**config.mk**
```make
export PLATFORM = sky130hd
export DESIGN_NAME = mem_arbiter_flat
export DESIGN_NICKNAME = d
export VERILOG_FILES = /design/src/rtl/defines.sv /design/src/rtl/mem_arbiter_pkg.sv /design/src/rtl/mem_arbiter_if.sv /design/src/rtl/mem_arbiter_wdog.sv /design/src/rtl/mem_arbiter.sv /design/src/flat_wrapper.sv
export SDC_FILE = /design/constraint.sdc
export NUM_CORES = 1
export LEC_CHECK = 0
export BUFFER_PORTS_ARGS = -buffer_cell sky130_fd_sc_hd__buf_2
export CAP_MARGIN = 30
export CORE_MARGIN = 2
export CORE_UTILIZATION = 50
export DETAILED_ROUTE_END_ITERATION = 10
export PLACE_DENSITY = 0.95
export REMOVE_ABC_BUFFERS = 1
export SLEW_MARGIN = 40
export SYNTH_ARGS = -nofsm -noshare
export SYNTH_HDL_FRONTEND = slang
export SYNTH_SLANG_ARGS = --single-unit
```
**constraint.sdc**
```tcl
create_clock -name clk -period 6.5 [get_ports clk]
set_input_delay 0.325 -clock clk [delete_from_list [all_inputs] [get_ports clk]]
set_output_delay 0.325 -clock clk [all_outputs]
set_load 0.02 [all_outputs]
```
**src/rtl/defines.sv**
```systemverilog
// Global OpenMIPS-style macros shared by the SoC blocks (reset polarity).
`ifndef RstEnable
`define RstEnable 1'b1
`endif
`ifndef RstDisable
`define RstDisable 1'b0
`endif

```
**src/rtl/mem_arbiter_pkg.sv**
```systemverilog
// Shared types and default widths for the unified-memory arbiter.
package mem_arb_pkg;

    localparam int ARB_ADDR_W      = 32;
    localparam int ARB_DATA_W      = 32;
    localparam int ARB_TIMEOUT_CYC = 255;

    typedef enum logic [1:0] {
        IDLE  = 2'd0,
        GNT_D = 2'd1,
        GNT_I = 2'd2,
        RESP  = 2'd3
    } arb_state_e;

endpackage

```
**src/rtl/mem_arbiter_if.sv**
```systemverilog
// Bus bundle between the fetch port, the data port, the arbiter and the unified RAM.
interface mem_arbiter_if #(
    parameter int ADDR_W = mem_arb_pkg::ARB_ADDR_W,
    parameter int DATA_W = mem_arb_pkg::ARB_DATA_W
);
    // Handshake: i_req/d_req and their command fields are held until the matching
    // x_ack, a one-cycle pulse during which x_rdata is valid; m_req and the m_*
    // command are held until the single-cycle m_ack strobe from the memory.
    logic              i_req;
    logic [ADDR_W-1:0] i_addr;
    logic [DATA_W-1:0] i_rdata;
    logic              i_ack;

    logic                d_req;
    logic                d_we;
    logic [DATA_W/8-1:0] d_sel;
    logic [ADDR_W-1:0]   d_addr;
    logic [DATA_W-1:0]   d_wdata;
    logic [DATA_W-1:0]   d_rdata;
    logic                d_ack;

    logic                m_req;
    logic                m_we;
    logic [DATA_W/8-1:0] m_sel;
    logic [ADDR_W-1:0]   m_addr;
    logic [DATA_W-1:0]   m_wdata;
    logic [DATA_W-1:0]   m_rdata;
    logic                m_ack;

    logic       stall_req;
    logic       bus_err;
    logic [1:0] dbg_state;

    modport master (
        input  i_req, i_addr, d_req, d_we, d_sel, d_addr, d_wdata, m_rdata, m_ack,
        output i_rdata, i_ack, d_rdata, d_ack,
        output m_req, m_we, m_sel, m_addr, m_wdata,
        output stall_req, bus_err, dbg_state
    );

    modport slave (
        output i_req, i_addr, d_req, d_we, d_sel, d_addr, d_wdata, m_rdata, m_ack,
        input  i_rdata, i_ack, d_rdata, d_ack,
        input  m_req, m_we, m_sel, m_addr, m_wdata,
        input  stall_req, bus_err, dbg_state
    );
endinterface

```
**src/rtl/mem_arbiter_wdog.sv**
```systemverilog
// arb_wdog: wait-cycle counter for a granted memory access; expired once LIMIT cycles pass.
`ifndef RstEnable
`define RstEnable 1'b1
`endif
module arb_wdog #(
    parameter int unsigned LIMIT = 255
) (
    input  logic clk,
    input  logic rst,
    input  logic clr,
    input  logic en,
    output logic expired
);
    localparam int unsigned CNT_W = $clog2(LIMIT + 1);

    logic [CNT_W-1:0] cnt;

    // Saturates at LIMIT so expired stays stable until the next grant clears it.
    always_ff @(posedge clk or posedge rst) begin
        if (rst == `RstEnable) begin
            cnt <= '0;
        end else if (clr) begin
            cnt <= '0;
        end else if (en && !expired) begin
            cnt <= cnt + CNT_W'(1);
        end
    end

    assign expired = (cnt == CNT_W'(LIMIT));
endmodule

```
**src/rtl/mem_arbiter.sv**
```systemverilog
// mem_arbiter: shares one single-port RAM between the OpenMIPS fetch and data ports.
// Define MEM_ARB_TIMEOUT_EN to abort accesses the memory never acknowledges (bus_err).
`ifndef RstEnable
`define RstEnable 1'b1
`endif
module mem_arbiter
    import mem_arb_pkg::*;
#(
    parameter int ADDR_W      = ARB_ADDR_W,
    parameter int DATA_W      = ARB_DATA_W,
    parameter int TIMEOUT_CYC = ARB_TIMEOUT_CYC
) (
    input logic           clk,
    input logic           rst,
    mem_arbiter_if.master bus
);
    localparam logic [1:0] ST_IDLE  = IDLE;
    localparam logic [1:0] ST_GNT_D = GNT_D;
    localparam logic [1:0] ST_GNT_I = GNT_I;
    localparam logic [1:0] ST_RESP  = RESP;

    logic [1:0] state;
    logic       last_d;
    logic       expired;
    logic       pick_d;
    logic       pick_i;

    // Data wins unless it also won last time and a fetch is waiting.
    assign pick_d = bus.d_req & (~bus.i_req | ~last_d);
    assign pick_i = bus.i_req & ~pick_d;

    assign bus.stall_req = (bus.i_req & ~bus.i_ack) | (bus.d_req & ~bus.d_ack);
    assign bus.dbg_state = state;

`ifdef MEM_ARB_TIMEOUT_EN
    logic granting;
    logic waiting;

    assign granting = (state == ST_IDLE) & (bus.d_req | bus.i_req);
    assign waiting  = (state == ST_GNT_D) | (state == ST_GNT_I);

    arb_wdog #(.LIMIT(TIMEOUT_CYC)) u_wdog (
        .clk     (clk),
        .rst     (rst),
        .clr     (granting),
        .en      (waiting),
        .expired (expired)
    );
`else
    logic [31:0] unused_timeout;
    assign unused_timeout = 32'(TIMEOUT_CYC);
    assign expired        = 1'b0;
`endif

    always_ff @(posedge clk or posedge rst) begin
        if (rst == `RstEnable) begin
            state       <= ST_IDLE;
            last_d      <= 1'b0;
            bus.m_req   <= 1'b0;
            bus.m_we    <= 1'b0;
            bus.m_sel   <= '0;
            bus.m_addr  <= '0;
            bus.m_wdata <= '0;
            bus.i_rdata <= '0;
            bus.i_ack   <= 1'b0;
            bus.d_rdata <= '0;
            bus.d_ack   <= 1'b0;
            bus.bus_err <= 1'b0;
        end else begin
            bus.i_ack   <= 1'b0;
            bus.d_ack   <= 1'b0;
            bus.bus_err <= 1'b0;
            case (state)
                ST_IDLE: begin
                    if (pick_d) begin
                        state       <= ST_GNT_D;
                        last_d      <= 1'b1;
                        bus.m_req   <= 1'b1;
                        bus.m_we    <= bus.d_we;
                        bus.m_sel   <= bus.d_sel;
                        bus.m_addr  <= bus.d_addr;
                        bus.m_wdata <= bus.d_wdata;
                    end else if (pick_i) begin
                        state      <= ST_GNT_I;
                        last_d     <= 1'b0;
                        bus.m_req  <= 1'b1;
                        bus.m_we   <= 1'b0;
                        bus.m_sel  <= '1;
                        bus.m_addr <= bus.i_addr;
                    end
                end
                // A real ack always wins over a coincident timeout.
                ST_GNT_D: begin
                    if (bus.m_ack || expired) begin
                        state       <= ST_RESP;
                        bus.m_req   <= 1'b0;
                        bus.d_ack   <= 1'b1;
                        bus.bus_err <= ~bus.m_ack;
                        if (!bus.m_we) begin
                            bus.d_rdata <= bus.m_ack ? bus.m_rdata : '0;
                        end
                    end
                end
                ST_GNT_I: begin
                    if (bus.m_ack || expired) begin
                        state       <= ST_RESP;
                        bus.m_req   <= 1'b0;
                        bus.i_ack   <= 1'b1;
                        bus.bus_err <= ~bus.m_ack;
                        bus.i_rdata <= bus.m_ack ? bus.m_rdata : '0;
                    end
                end
                default: state <= ST_IDLE;
            endcase
        end
    end
endmodule

```
**src/flat_wrapper.sv**
```systemverilog
// flat-port wrapper written by rule: the top's interface ports become plain ports
module mem_arbiter_flat import mem_arb_pkg::*;
#(
    parameter int ADDR_W      = ARB_ADDR_W,
    parameter int DATA_W      = ARB_DATA_W,
    parameter int TIMEOUT_CYC = ARB_TIMEOUT_CYC
)
  (clk, rst, bus_i_req, bus_i_addr, bus_d_req, bus_d_we, bus_d_sel, bus_d_addr, bus_d_wdata, bus_m_rdata, bus_m_ack, bus_i_rdata, bus_i_ack, bus_d_rdata, bus_d_ack, bus_m_req, bus_m_we, bus_m_sel, bus_m_addr, bus_m_wdata, bus_stall_req, bus_bus_err, bus_dbg_state);
  mem_arbiter_if #(.ADDR_W(ADDR_W), .DATA_W(DATA_W)) bus_i ();
  input logic clk;
  input logic rst;
  input wire logic [$bits(bus_i.i_req)-1:0] bus_i_req;
  input wire logic [$bits(bus_i.i_addr)-1:0] bus_i_addr;
  input wire logic [$bits(bus_i.d_req)-1:0] bus_d_req;
  input wire logic [$bits(bus_i.d_we)-1:0] bus_d_we;
  input wire logic [$bits(bus_i.d_sel)-1:0] bus_d_sel;
  input wire logic [$bits(bus_i.d_addr)-1:0] bus_d_addr;
  input wire logic [$bits(bus_i.d_wdata)-1:0] bus_d_wdata;
  input wire logic [$bits(bus_i.m_rdata)-1:0] bus_m_rdata;
  input wire logic [$bits(bus_i.m_ack)-1:0] bus_m_ack;
  output wire logic [$bits(bus_i.i_rdata)-1:0] bus_i_rdata;
  output wire logic [$bits(bus_i.i_ack)-1:0] bus_i_ack;
  output wire logic [$bits(bus_i.d_rdata)-1:0] bus_d_rdata;
  output wire logic [$bits(bus_i.d_ack)-1:0] bus_d_ack;
  output wire logic [$bits(bus_i.m_req)-1:0] bus_m_req;
  output wire logic [$bits(bus_i.m_we)-1:0] bus_m_we;
  output wire logic [$bits(bus_i.m_sel)-1:0] bus_m_sel;
  output wire logic [$bits(bus_i.m_addr)-1:0] bus_m_addr;
  output wire logic [$bits(bus_i.m_wdata)-1:0] bus_m_wdata;
  output wire logic [$bits(bus_i.stall_req)-1:0] bus_stall_req;
  output wire logic [$bits(bus_i.bus_err)-1:0] bus_bus_err;
  output wire logic [$bits(bus_i.dbg_state)-1:0] bus_dbg_state;
  assign bus_i.i_req = bus_i_req;
  assign bus_i.i_addr = bus_i_addr;
  assign bus_i.d_req = bus_d_req;
  assign bus_i.d_we = bus_d_we;
  assign bus_i.d_sel = bus_d_sel;
  assign bus_i.d_addr = bus_d_addr;
  assign bus_i.d_wdata = bus_d_wdata;
  assign bus_i.m_rdata = bus_m_rdata;
  assign bus_i.m_ack = bus_m_ack;
  assign bus_i_rdata = bus_i.i_rdata;
  assign bus_i_ack = bus_i.i_ack;
  assign bus_d_rdata = bus_i.d_rdata;
  assign bus_d_ack = bus_i.d_ack;
  assign bus_m_req = bus_i.m_req;
  assign bus_m_we = bus_i.m_we;
  assign bus_m_sel = bus_i.m_sel;
  assign bus_m_addr = bus_i.m_addr;
  assign bus_m_wdata = bus_i.m_wdata;
  assign bus_stall_req = bus_i.stall_req;
  assign bus_bus_err = bus_i.bus_err;
  assign bus_dbg_state = bus_i.dbg_state;
  mem_arbiter #(.ADDR_W(ADDR_W), .DATA_W(DATA_W), .TIMEOUT_CYC(TIMEOUT_CYC)) u_core (.clk(clk), .rst(rst), .bus(bus_i));
endmodule
```
==> metrics.txt <==
min Tclk post-route=2.136 ns; die width=110.3 um; wire length per cell=18.03 um; Post-Place Worst Slack=4.186 ns; CP max stage cell=buf_4; # diodes=0; DPL Wire Length=10580 um; initial drt markers=212; Int Power=2.836 mW; area of the multi-input gates=0.002041 mm^2; post-synthesis sequential element count=139; vias in the first global route=4433; WP buf/inv=1; sw frac=37.80%; CP cell instances=a21boi_4, buf_4, nand2_4, mux2_1; Clk Latency, worst-skew pair=0.42 ns; Worst-Margin Slew=0.6550 ns; Flop pwr share=33.9%; deepest clock path buffer count=2; routability cong.=0.8685; TritonRoute pass-1 iters=4; Worst Path Required=6.79 ns; Sw Pwr=1.724 mW; worst path arrival time=2.43 ns; Cell Area, Synth=0.005653 mm^2; port bufs=276; Top FF cell, synth=dfrtp_1; Warnings, synthesis=0; grt ovf=0; number of enable flip-flop cells after synthesis=0; initial antenna violation count=0; unique cell type count in the Yosys netlist=31; asr flop ratio synth=100.0%; vias=4217; worst hold-check path type=primary input to flip-flop; largest net degree at the start of global routing=75; pwr/cell area=581.7 mW/mm^2; clk slew on worst S/H paths=0.05 ns; Pleak=4.081 nW; die height=110.3 um; VDD IR max=0.3902 mV; Initial Utilization=51.69%; Die ar.=0.01217 mm^2; Slew HR=56.34%; PnR worst setup slack=4.364 ns; critical path's top delay family=buffers and inverters; outcome=complete, no violations; RSZ-0062 raised after global routing=false; first-pass GRT wire length=22050 um; Mapped Cells=391; critical path capture point type=flip-flop; clk_skew=0.008279 ns; register area share after synthesis=61.53%; CTS tree=done; total CTS buffers=17; Fillers=741; Achievable Freq=468.1 MHz; Pins Over Slew Limit=0; max_cap viols=0; crit share post-route=32.87%; final setup violation count=0; DRC viols=0; Crit Path Category=flip-flop to flip-flop; power share of the clock group=24.1%; FP Rows=38; Comb pwr share=41.9%; startpoint types=flip-flop; Setup TNS Final=0 ns; core area=0.01094 mm^2; post-CTS sizing=0; H-Tree Depth=4; CP Max Fanout=37; Seq. cell area=0.003478 mm^2; synthesized area per cell=14.46 um^2; drt via density=5.130; critical path's largest stage delay=0.48 ns; Routed WL=14820 um; GRT Util Overall=24.54%; DRT antenna net count=0; IO Pins=278; layout cells sized above 1=59.38%; Root Buffer=clkbuf_16; area growth from synthesis to layout=38.69%; Final Hold Fails=0; CTS sink cnt=139; fin nets=812
[area by class of cell]
| type | count | area share (%) |
|---|---|---|
| flip-flops and latches | 139 | 44.37 |
| multi-input cells | 223 | 26.03 |
| repair buffers | 282 | 18.27 |
| clock buffers | 20 | 5.953 |
| clock inverters | 11 | 2.745 |
| well taps | 140 | 2.234 |
| inverters | 7 | 0.3990 |
[cells by family (layout without fill, tap and decap cells)]
family | Yosys count | count (layout) | share of synthesized area, %
muxes | 128 | 128 | 26.45
DFF | 139 | 139 | 61.53
buffers and inverters | 29 | 320 | 2.767
adders and majority gates | 4 | 4 | 0.8854
and+or+nand+nor | 40 | 40 | 3.121
other | 1 | 1 | 0.06634
AOI/OAI and AO/OA | 50 | 50 | 5.179
[metrics by stage]
stage          hold slack (ns)  area [um^2]  utilization, %  power, mW  cells
3_3_place_gp            0.4287         7144           65.33      3.359    790
3_5_place_dp            0.4453         7148           65.37      3.468    790
4_1_cts                 0.1180         7840           71.69      4.597    822
2_1_floorplan           0.4567         5523               -      2.769    369
5_1_grt                 0.1165         7840           71.69      4.805    822
6_report                0.1289         7840           71.69      4.560    822
[metal layers]
metal,up-vias,GRT usage (%),wire length (um)
li1,1938,-,-
met1,2061,25.58,5332
met2,189,44.52,7962
met3,29,8.583,1169
met4,0,10.54,358
met5,-,0,0
[registers in the layout (all words and copies together) (netlist names)]
| signal | flops |
|---|---|
| u_core.bus.i_rdata | 32 |
| u_core.bus.i_ack | 1 |
| u_core.bus.m_wdata | 32 |
| u_core.bus.m_sel | 4 |
| u_core.bus.m_addr | 32 |
| u_core.bus.m_we | 1 |
| u_core.bus.dbg_state | 2 |
| u_core.bus.d_rdata | 32 |
| u_core.bus.m_req | 1 |
| u_core.last_d | 1 |
| u_core.bus.d_ack | 1 |
[worst reg2reg max path, stage by stage, from the launching register on]
cell and delay, ns:
dfrtp_1 0.41, a21boi_4 0.15, buf_4 0.48, nand2_4 0.48, mux2_1 0.49
[cells in the final DEF, fill, tap and decap left out, drive strengths merged, types with 4 or more instances in the layout]
master	n
buf	281
o21ai	36
mux2	96
bufinv	6
dfrtp	139
clkbuf	20
mux2i	32
o22a	4
nand2	35
inv	7
ha	4
clkinv	4
[power by group through the flow]
stage          clock [mW]  combinational (mW)  sequential [mW]
5_1_grt              1.16                2.06             1.59
6_report             1.10                1.91             1.55
3_5_place_dp            0                1.92             1.54
2_1_floorplan           0               0.718             2.05
3_3_place_gp            0                1.85             1.51
4_1_cts              1.11                1.94             1.55
[cell usage after synthesis (5+ instances only)]
cell | count | share of area [%]
buf_2 | 5 | 0.44
dfrtp_1 | 139 | 62
clkbuf_1 | 8 | 0.53
mux2_1 | 8 | 1.6
buf_4 | 5 | 0.66
mux2i_1 | 32 | 5.7
inv_1 | 7 | 0.46
o21ai_0 | 6 | 0.53
mux2_4 | 25 | 6.6
mux2_2 | 63 | 13
o21ai_1 | 30 | 2.7
nand2_1 | 34 | 2.3
[path summary, 6_finish.rpt]
path	cells after the start	start	slack, ns	endpoint
worst max-delay path	4	u_core.last_d	4.36	u_core.bus.m_wdata[23]
worst min-delay path	2	bus_d_wdata[29]	0.13	u_core.bus.m_wdata[29]
worst max register to register	4	u_core.last_d	4.36	u_core.bus.m_wdata[23]
worst min register to register	2	u_core.bus.m_addr[7]	0.48	u_core.bus.m_addr[7]
max in group asynchronous	4	rst	4.93	u_core.bus.i_rdata[28]
min in group asynchronous	3	rst	0.53	u_core.bus.m_wdata[12]
[what timing repair did]
item                                   in CTS  in global routing
setup buffers                               0                  0
endpoints found under the hold margin       4                  0
hold buffers                                1                  0
Note: power is estimated with default switching activity, not from simulation.
